**src/rtl/froc_popcount.sv**
```systemverilog
`default_nettype none
// +--------------------------------------------------------------------------+
// | Module      : froc_popcount                                               |
// | Description : Combinational count of set bits in a W-bit vector.          |
// | Revision    : 1.0 - initial release                                       |
// +--------------------------------------------------------------------------+
module froc_popcount #(
    parameter int W = 16
) (
    input  logic [W-1:0]             din,
    output logic [$clog2(W+1)-1:0]   count
);

    localparam int c_cw = $clog2(W + 1);

    // Sum every input bit into the count
    always_comb begin
        count = '0;
        for (int i = 0; i < W; i++) begin
            count = count + c_cw'(din[i]);
        end
    end

endmodule
`default_nettype wire

```
**config.mk**
```make
export PLATFORM = sky130hd
export DESIGN_NAME = froc_popcount
export DESIGN_NICKNAME = d
export VERILOG_FILES = /design/src/rtl/froc_popcount.sv
export SDC_FILE = /design/constraint.sdc
export NUM_CORES = 1
export LEC_CHECK = 0
export ABC_AREA = 1
export CORE_AREA = 2 2 39 41
export DETAILED_ROUTE_END_ITERATION = 10
export DIE_AREA = 0 0 41 43
export GPL_ROUTABILITY_DRIVEN = 0
export PLACE_DENSITY = 0.66
export SYNTH_ARGS = -nofsm -noshare
export SYNTH_HDL_FRONTEND = slang
export SYNTH_SLANG_ARGS = --single-unit
```
**constraint.sdc**
```tcl
create_clock -name vclk -period 5.8
set_input_delay 1.16 -clock vclk [all_inputs]
set_output_delay 1.16 -clock vclk [all_outputs]
set_load 0.05 [all_outputs]
```
==> Yosys cells after proc, flatten, opt, wreduce, memory -nomap -nowiden <==
Index checks and enable logic that the tools add are counted.
{ "totals": {"reg_bits": 0, "input_bits": 16, "out_inout_bits": 5, "elab_cells": 15} }
{ "classes": {"n_addsub": 15} }
{ "ops": {"columns": ["cell", "count"], "rows": [
  ["$add 5x1->5", 11],
  ["$add 4x1->5", 1],
  ["$add 3x1->4", 1],
  ["$add 2x1->3", 1],
  ["$add 1x1->2", 1]
]} }

==> Depth between registers and ports, before layout <==
{ "depth": {"ltp_word": 15, "depth_mapped": 13, "ltp_nobuf": 13} }

==> Worst setup path after synthesis <==
No wires, ideal clock.
{ "synth_path": {"path_type": "input to output", "from": "input din[0]", "to": "output count[2]", "t_arrival_ns": 4.692, "required_ns": 4.640, "path_slack_ns": -0.052, "stages": 10, "path_buffers": 0, "cell_sequence": "inv_1 fa_1 fa_1 fa_1 fa_1 inv_1 ha_1 inv_1 fa_1 xnor2_1"} }
{ "synth_via": {"elab_chain_cells": 15} }
{ "synth_lines": {"columns": ["element", "line_no", "text"], "rows": [
  ["start: declaration", "10", "input logic [W-1:0] din,"],
  ["$add 1x1->2", "20", "count = count + c_cw'(din[i]);"],
  ["$add 2x1->3", "20", null],
  ["$add 3x1->4", "20", null],
  ["$add 4x1->5", "20", null],
  ["$add 5x1->5 (11 in a row)", "20", null],
  ["end: declaration", "11", "output logic [$clog2(W+1)-1:0] count"]
]} }
No other way between the ends.

==> Worst setup path in the final report <==
{ "layout_path": {"from": "input din[15]", "to": "output count[2]"} }
{ "layout_via": {"elab_chain_cells": 1} }
{ "layout_lines": {"columns": ["element", "line_no"], "rows": [
  ["$add 5x1->5", "20"]
]} }
No other way between the ends.

==> impl_metrics.csv <==
group,metric,value,unit
worst_hold_path,hold_class,"input pin to primary output",
worst_setup_path,path_class,"input pin to primary output",
pwr,intPower,226,uW
global_routing,grt_pass1_vias,339,
synthesis,avgSynthCellArea,7.66,sq um
die,fp.coreArea,0.00138,sq mm
die,rows,14,
worst_hold_path,hp-start,"din[2]",
die,die_y,43,um
pwr,ir_drop,0.588,mV
run,drv_cap,0,
pwr,p_clk_share,0,%
placed_design,portBuffers,21,
final_layout,antenna_cells,0,
sta,hold_viol_final,0,
final_layout,nNetsFinal,112,
worst_setup_path,cp_data_required_time,4640,ps
route,ant_nets,0,
global_routing,grt_overflow,0,
synthesis,synth_cell_types,9,
final_layout,regArea,0,sq um
sta,rsz0062_at_grt,"no",
final_layout,clkbuf_count,0,
pwr,power_density,625,mW/mm^2
sta,setup_viol,0,
die,die_w,41,um
placed_design,dp_hpwl,662,um
clock_tree,cts_hold_buf,0,
pwr,power_frac_seq,0,%
global_routing,grt_max_degree,6,
worst_hold_path,whs_path_depth,3,
die,dieArea,0.00176,sq mm
route,vias_per_cell,4.03,
worst_setup_path,slowest_stage,"fa_1",
pwr,pwr-share-comb,100.0,%
worst_setup_path,path_max_fanout,2,
route,vias,383,
die,start_util,31.0,%
synthesis,yosys_warnings,0,
sta,report.final.slew_viol_count,0,
pwr,swShare,52.3,%
die,ios,21,
worst_setup_path,end_kind,"primary output",
final_layout,nFlopsAndLatches,0,
sta,fmax,180,MHz
final_layout,area_growth_syn_to_layout,76.7,%
final_layout,drive_above_1_share,20.3,%
pwr,p_leak,0.000467,uW
pwr,p_switching,248,uW
route,drt_first_pass_iters,4,
global_routing,grt_pass1_wl,1210,um
synthesis,synthCells,56,
sta,setup_tns,0,ps
sta,min_period,5550,ps
route,drt-total-wl,734,um
global_routing,grt.total_usage,8.97,%
outcome,outcome,"finished clean",
worst_setup_path,max_stage_delay,540,ps
route,wl_per_cell,7.73,um
worst_setup_path,worstPathArrival,4390,ps
synthesis,synth_nets,87,
worst_hold_path,holdPathEnd,"count[0]",
worst_setup_path,crit_chain,"dlygate4sd2_1 -> inv_1 -> fa_1 -> fa_1 -> fa_1 -> fa_1 -> inv_1 -> ha_2 -> inv_2 -> fa_2 -> xnor2_2 -> buf_12",
global_routing,antenna_found_initial,0,
synthesis,syn_area,429,sq um
route,drc,0,
route,drtIter0Drc,1,
synthesis,seq_area_frac_synth,0,%
final_layout,fin_util,54.8,%
worst_setup_path,crit_top_cell,"fa_1",
sta,max_slew_margin,86.9,%
sta,fin_crit_sh,95.7,%
sta,worstMarginPinSlew,196,ps
worst_setup_path,start_kind,"input pin",
==> logic make-up after synthesis <==
kind of cell               count (synthesis)  synth area share (%)
buffers and inverters                     29                  25.4
adders and majority gates                 15                  61.2
and+or+nand+nor                            9                  8.74
AOI/OAI and AO/OA                          2                  2.62
xor gates and xnor gates                   1                  2.04
==> per-layer routing <==
metal  wire length (um)  up-vias  part of all wire (%)  global-route usage (%)
met4                  0        0                     0                       0
met3                 61        0                   8.3                    1.05
met1                274      175                    37                    12.8
li1                   -      196                     -                       -
met5                  0        -                     0                       0
met2                397       12                    54                    15.0
==> worst max-delay path, delay by kind of cell <==
| kind | cells | cell delay (ps) |
|---|---|---|
| xor+xnor | 1 | 220 |
| fa+ha+maj | 6 | 2500 |
| buf+inv | 5 | 510 |
==> worst max-delay path by stage <==
stage	endpoint	slack (ps)	depth (start not counted)	startpoint
floorplan	count[4]	-30	10	din[0]
global placement	count[4]	-190	12	din[0]
finish	count[2]	250	12	din[15]
CTS	count[2]	10	12	din[5]
detailed placement	count[4]	-200	12	din[0]
global route	count[2]	150	12	din[15]
==> placed cells by master, fill, tap and decap left out, types with 2 or more instances in the layout <==
| cell type | Yosys | final |
|---|---|---|
| inv_1 | 29 | 24 |
| fa_1 | 10 | 9 |
| dlymetal6s2s_1 | 0 | 7 |
| clkdlybuf4s50_1 | 0 | 7 |
| inv_2 | 0 | 5 |
| nand2_1 | 5 | 5 |
| buf_12 | 0 | 5 |
| ha_1 | 5 | 4 |
| nand3_1 | 3 | 3 |
| dlygate4sd2_1 | 0 | 2 |
| buf_4 | 0 | 2 |
==> per-stage QoR <==
| step | worst slack [ps] | total power (uW) | hold WS [ps] | instances | area, sq um |
|---|---|---|---|---|---|
| 2_1_floorplan | -32.0 | 267 | 2700 | 56 | 437 |
| 3_3_place_gp | -191 | 463 | 3100 | 94 | 724 |
| 3_5_place_dp | -204 | 467 | 3100 | 94 | 724 |
| 4_1_cts | 13.1 | 481 | 3100 | 95 | 741 |
| 5_1_grt | 153 | 508 | 3130 | 95 | 758 |
| 6_report | 249 | 474 | 3100 | 95 | 758 |
==> Yosys cell counts, drive strengths merged <==
| master | number | share of area, % |
|---|---|---|
| nor2 | 1 | 0.87 |
| ha | 5 | 15 |
| a21oi | 1 | 1.2 |
| nand2 | 5 | 4.4 |
| xnor2 | 1 | 2.0 |
| inv | 29 | 25 |
| fa | 10 | 47 |
| nand3 | 3 | 3.5 |
| o22ai | 1 | 1.5 |
==> cell type report <==
type / instances / area (sq um)
multi-input cells: 27 / 339
repair buffers: 23 / 290
inverters: 29 / 109
well taps: 16 / 20.0
fillers: 129 / 626
==> power groups by stage <==
stage | registers (uW) | clock network, uW | logic [uW]
floorplan | 0 | 0 | 267
global placement | 0 | 0 | 463
finish | 0 | 0 | 474
global route | 0 | 0 | 508
detailed placement | 0 | 0 | 467
CTS | 0 | 0 | 481
==> what timing repair did <==
item | CTS | global route
resized for setup | 6 | 11
buffers inserted | 1 | 0
cloned | 0 | 0
endpoints found under the hold margin | 0 | 0
endpoints found under the setup margin | 3 | 4
pin swaps | 7 | 9
(Power assumes the default switching activity.)
